--- config.mk ---
export PLATFORM = sky130hd
export DESIGN_NAME = stoch_stream_sequencer
export DESIGN_NICKNAME = d
export VERILOG_FILES = /design/src/rtl/stoch_pkg.sv /design/src/rtl/stoch_lfsr.sv /design/src/rtl/stoch_stream_sequencer.sv
export SDC_FILE = /design/constraint.sdc
export NUM_CORES = 1
export LEC_CHECK = 0
export ABC_AREA = 1
export CORE_MARGIN = 2
export CORE_UTILIZATION = 30
export CTS_BUF_LIST = sky130_fd_sc_hd__clkbuf_16
export DETAILED_ROUTE_END_ITERATION = 6
export GPL_TIMING_DRIVEN = 0
export HOLD_SLACK_MARGIN = 0.02
export PLACE_DENSITY = 0.63
export SYNTH_ARGS = -nofsm -noshare
export SYNTH_HDL_FRONTEND = slang
export SYNTH_SLANG_ARGS = --single-unit
--- constraint.sdc ---
create_clock -name clk -period 2.25 [get_ports clk]
set_clock_uncertainty 0.15 [all_clocks]
set_input_delay 0.45 -clock clk [delete_from_list [all_inputs] [get_ports clk]]
set_output_delay 0.45 -clock clk [all_outputs]
set_load 0.005 [all_outputs]
--- src/rtl/stoch_pkg.sv ---
// Shared types and helpers for the stochastic stream sequencer.
// FSM encoding, LFSR tap masks and the channel rotate function.
package stoch_pkg;

    typedef enum logic [1:0] {
        IDLE,
        RUN,
        FIN
    } state_e;

    localparam logic [31:0] DEFAULT_SEED = 32'h0000_0001;

    // Fibonacci feedback masks (bit i set = stage i+1 tapped), maximal length
    function automatic logic [31:0] lfsr_taps(input int nd);
        logic [31:0] t;
        case (nd)
            3:       t = 32'h0000_0006;
            4:       t = 32'h0000_000C;
            5:       t = 32'h0000_0014;
            6:       t = 32'h0000_0030;
            7:       t = 32'h0000_0060;
            8:       t = 32'h0000_00B8;
            9:       t = 32'h0000_0110;
            10:      t = 32'h0000_0240;
            11:      t = 32'h0000_0500;
            12:      t = 32'h0000_0E08;
            13:      t = 32'h0000_1C80;
            14:      t = 32'h0000_3802;
            15:      t = 32'h0000_6000;
            16:      t = 32'h0000_B400;
            default: t = 32'h0000_00B8;
        endcase
        return t;
    endfunction

    // Rotate the low n bits of x left by sh (sh < n, x confined to n bits)
    function automatic logic [31:0] rotl(
        input logic [31:0] x,
        input int          sh,
        input int          n
    );
        logic [31:0] m;
        m = (32'h1 << n) - 32'h1;
        return ((x << sh) | (x >> (n - sh))) & m;
    endfunction

endpackage

--- src/rtl/stoch_lfsr.sv ---
// Shared maximal-length Fibonacci LFSR for the stream sequencer.
// Loads SEED on init and advances only while en is high.
module stoch_lfsr
    import stoch_pkg::*;
#(
    parameter int            ND   = 8,
    parameter logic [ND-1:0] SEED = ND'(DEFAULT_SEED)
) (
    input  logic          clk,
    input  logic          init,
    input  logic          en,
    output logic [ND-1:0] q
);

    localparam logic [ND-1:0] TAPS = ND'(lfsr_taps(ND));

    logic fb;

    assign fb = ^(q & TAPS);

    always_ff @(posedge clk) begin
        if (init) begin
            q <= SEED;
        end else if (en) begin
            q <= {q[ND-2:0], fb};
        end
    end

endmodule

--- src/rtl/stoch_stream_sequencer.sv ---
// Emits one bounded stochastic-bit window for NCH probability channels.
// One shared LFSR, rotated per channel, is compared against latched probabilities.
module stoch_stream_sequencer
    import stoch_pkg::*;
#(
    parameter int            ND    = 8,
    parameter int            NCH   = 4,
    parameter int            LEN_W = 16,
    parameter logic [ND-1:0] SEED  = ND'(DEFAULT_SEED)
) (
    input  logic                 clk,
    input  logic                 init,
    input  logic                 start,
    input  logic                 abort,
    input  logic [NCH*ND-1:0]    d_in,
    input  logic [LEN_W-1:0]     len,
    output logic                 busy,
    output logic [NCH-1:0]       s,
    output logic                 s_valid,
    output logic                 done,
    output logic [NCH*LEN_W-1:0] count
);

    state_e state, state_nx;

    logic [ND-1:0]    lq;
    logic [ND-1:0]    d_q [NCH];
    logic [LEN_W-1:0] cnt [NCH];
    logic [LEN_W-1:0] rem;
    logic [NCH-1:0]   s_nx;
    logic             step;
    logic             accept;

    stoch_lfsr #(
        .ND   (ND),
        .SEED (SEED)
    ) u_lfsr (
        .clk  (clk),
        .init (init),
        .en   (step),
        .q    (lq)
    );

    for (genvar k = 0; k < NCH; k++) begin : g_ch
        assign s_nx[k] = d_q[k] > ND'(rotl(32'(lq), k % ND, ND));
        assign count[k*LEN_W +: LEN_W] = cnt[k];
    end

    assign accept = (state == IDLE) && start;
    // done is registered after FIN, so it extends busy by one cycle
    assign busy   = (state != IDLE) || done;

    always_comb begin
        state_nx = state;
        step     = 1'b0;
        unique case (state)
            IDLE: begin
                if (start) begin
                    state_nx = (len == '0) ? FIN : RUN;
                end
            end
            RUN: begin
                if (abort) begin
                    state_nx = IDLE;
                end else begin
                    step = 1'b1;
                    if (rem == LEN_W'(1)) begin
                        state_nx = FIN;
                    end
                end
            end
            FIN: begin
                state_nx = IDLE;
            end
            default: begin
                state_nx = IDLE;
            end
        endcase
    end

    always_ff @(posedge clk) begin
        if (init) begin
            state   <= IDLE;
            s       <= '0;
            s_valid <= 1'b0;
            done    <= 1'b0;
            rem     <= '0;
        end else begin
            state   <= state_nx;
            s       <= step ? s_nx : '0;
            s_valid <= step;
            done    <= (state == FIN);
            if (accept) begin
                rem <= len;
            end else if (step) begin
                rem <= rem - LEN_W'(1);
            end
        end
    end

    always_ff @(posedge clk) begin
        for (int k = 0; k < NCH; k++) begin
            if (init) begin
                d_q[k] <= '0;
                cnt[k] <= '0;
            end else if (accept) begin
                d_q[k] <= d_in[k*ND +: ND];
                cnt[k] <= '0;
            end else if (step && s_nx[k] && (cnt[k] != '1)) begin
                cnt[k] <= cnt[k] + LEN_W'(1);
            end
        end
    end

endmodule

==> results.yml <==
place:
  dp_hpwl_um: 12700
  place_congestion: 0.843
  postPlaceCellArea_um2: 8970
  portBuffers: 122
drt:
  drt-total-wl_um: 16900
  drt_iter0_drc: 364
  ant_nets: 0
  vias: 5788
  routedWlPerCell_um: 12.6
  first_pass_iters: 5
  drc: 0
  via_per_inst: 4.33
worst_setup_path:
  timing.critical_path.to_type: "flip-flop"
  crit_path_max_fanout: 16
  worstPathCellList: "clkdlybuf4s50_1, nand2_1, inv_1, buf_2, nor2_4, buf_4, clkinvlp_4, buf_4"
  critPathArrivalTime_ps: 2070
  path_class: "input pin to flip-flop"
  worstReg2RegEnd: "cnt[0][0]"
  required_ps: 2210
  cpMostUsedCell: "buf_4"
  cp-start-kind: "input pin"
  max_stage_delay_ps: 480
  r2r-start: "u_lfsr.q[7]"
  ff2ff_setup_slack_ps: 140
  worst_r2r_path_depth: 9
  critPathSlowestCell: "clkdlybuf4s50_1"
synthesis:
  synth_edf_count: 96
  avgSynthCellArea_um2: 8.73
  yosysWarnings: 0
  netlist-cell-type-count: 36
  synth.top_cells.by_area: "edfxtp_1, dfxtp_1, nor2_1, inv_1, nand2_1"
  synth_nets: 931
  ys_seq_area_share_pct: 48.0
  syn-cell-area_um2: 7340
  synth_top_area_cell: "edfxtp_1"
  ys.flop_type: "edfxtp_1"
  synth_top_area_share_pct: 39.3
  synthArstFlopShare_pct: 0
  synth_cells: 841
  ys_ff_latch: 128
worst_hold_path:
  hold_end: "done"
  hold_path_class: "flip-flop to flip-flop"
  hold_path.startpoint: "state[0]"
  min_path_cells: 1
global_route:
  track_usage_pct: 13.6
  grt_max_degree: 17
  top_usage_layer: "met2"
  grt_pass1_vias: 5682
  grt.overflow.total: 0
  use_met1_pct: 17.5
  gr-usage-met3_pct: 2.61
  grt_pass1_wl_um: 28000
  use_met2_pct: 23.2
  grt_antenna_before_repair: 0
power:
  power_frac_clock_pct: 40.1
  power.total_mw: 6.67
  intPower_mw: 4.88
  p_leak_nw: 4.01
  peakVddDrop_uv: 299
  swShare_pct: 26.9
  combinationalPowerShare_pct: 16.5
  p_sw_mw: 1.79
  seqPwrFrac_pct: 43.4
  power_density_nw_per_um2: 682
cells_and_area:
  final_cell_mix: "nor2_1, inv_1, nand2_1"
  drive_above_1_share_pct: 10.7
  area_growth_pct: 33.2
  final_common_cell: "nor2_1"
  postLayoutCoreUtil_pct: 40.4
  antenna_cells: 0
  n_fill_cell: 2388
  fin_nets: 1089
  fin_area_um2: 9780
clock_tree:
  cts_buffers: 17
  clock-root-buffer: "clkbuf_16"
  htree_num_levels: 4
  cts_tree: "done"
  cts.sinks: 128
  clkTransAtPathRegs_ps: 60
  cts_buffer_depth: 2
  insertion_delay_ps: 420
  cts_hold_buf: 0
sta:
  fmax_mhz: 473
  tightestPinTransition_ps: 528
  slew_violations: 0
  period_share_pct: 93.9
  hold_violations: 0
  holdWs_ps: 302
  final-setup-viol-count: 0
  fin_crit_ps: 2110
  slew_headroom_pct: 64.8
die:
  start_util_pct: 30.4
  core-area_um2: 24200
  die_x_um: 160
  ios: 123
  die_area_um2: 25700
  rows: 57
  die_h_um: 160
job:
  drv_cap: 0
status:
  status: "finished clean"
## through the flow
step	instances	TNS [ps]	setup WS, ps
final	1336	0	138
after floorplan	841	0	8.41
after CTS	1332	0	5.95
after global routing	1336	-0.112	-0.0691
after global placement	1287	-78090	-1030
after detailed placement	1287	-78990	-1040
## final cells by class
type | count | area [um2] | share of cell area, %
inverters | 135 | 510 | 5.22
clock inverters | 15 | 146 | 1.50
multi-input cells | 563 | 3290 | 33.6
plain buffers | 15 | 119 | 1.22
flip-flops and latches | 128 | 3530 | 36.1
clock buffers | 17 | 425 | 4.35
repair inverters | 1 | 7.51 | 0.0768
well taps | 324 | 405 | 4.15
repair buffers | 138 | 1350 | 13.8
## sequential cells by signal, summed over array words and instances, names as in the netlist
signal,count
cnt,64
d_q,32
done,1
rem,16
s,4
s_valid,1
state,2
u_lfsr.q,8
## power groups by stage
stage | registers, mW | logic, mW | clock network [mW]
after floorplan | 2.91 | 0.618 | 0
after global placement | 2.94 | 1.03 | 0
after detailed placement | 2.94 | 1.05 | 0
after CTS | 2.89 | 1.10 | 2.74
after global routing | 2.92 | 1.24 | 2.84
final | 2.89 | 1.10 | 2.67
## Yosys cell counts (2+ instances only)
cell,count
buf_2,5
o21ai_0,22
nor3_4,3
ha_1,38
xnor2_1,29
nor2_1,166
nor2_2,13
clkbuf_1,3
inv_1,134
nand3_1,43
a21oi_1,25
or2_2,2
nand4_2,2
nand4_4,3
edfxtp_1,96
buf_6,6
o21bai_1,5
a31oi_1,2
o22ai_1,2
dfxtp_1,32
nand2_1,128
o21a_1,3
xor2_1,39
nand4_1,18
nor2_4,3
nand2_2,5
nor3_1,5
## worst max-delay path, delay by kind of cell
| family | cells | cell delay [ps] |
|---|---|---|
| buf+inv | 6 | 1330 |
| simple gates | 2 | 280 |
## cell families (layout without fill, tap and decap cells)
group / Yosys count / after routing / synth area share [%]
and+or+nand+nor: 395 / 395 / 24.3
buffers and inverters: 150 / 321 / 8.42
DFF: 128 / 128 / 48.0
xor gates and xnor gates: 68 / 68 / 8.11
AOI/OAI and AO/OA: 62 / 62 / 4.69
adders and majority gates: 38 / 38 / 6.47
## how the worst max path moves through the flow
| stage | cells after the start | end | slack, ps | from |
|---|---|---|---|---|
| 2_1_floorplan | 11 | cnt[0][16] | 8 | u_lfsr.q[0] |
| 3_3_place_gp | 6 | d_q[0][0] | -1030 | start |
| 3_5_place_dp | 6 | d_q[0][7] | -1040 | start |
| 4_1_cts | 8 | cnt[0][19] | 6 | u_lfsr.q[6] |
| 5_1_grt | 9 | cnt[0][19] | -0.07 | u_lfsr.q[6] |
| 6_report | 8 | d_q[1][6] | 140 | start |
## metal layers
layer | wire, um | vias up
li1 | - | 3027
met1 | 8000 | 2622
met2 | 8090 | 122
met3 | 542 | 17
met4 | 230 | 0
met5 | 0 | -
## what timing repair did
| action | CTS | global route |
|---|---|---|
| setup endpoints to repair | 106 | 92 |
| cloned | 1 | 0 |
| gates resized for setup | 18 | 11 |
| pin swaps | 7 | 3 |
| buffers inserted | 12 | 4 |
Note: power is estimated with default switching activity, not from simulation.
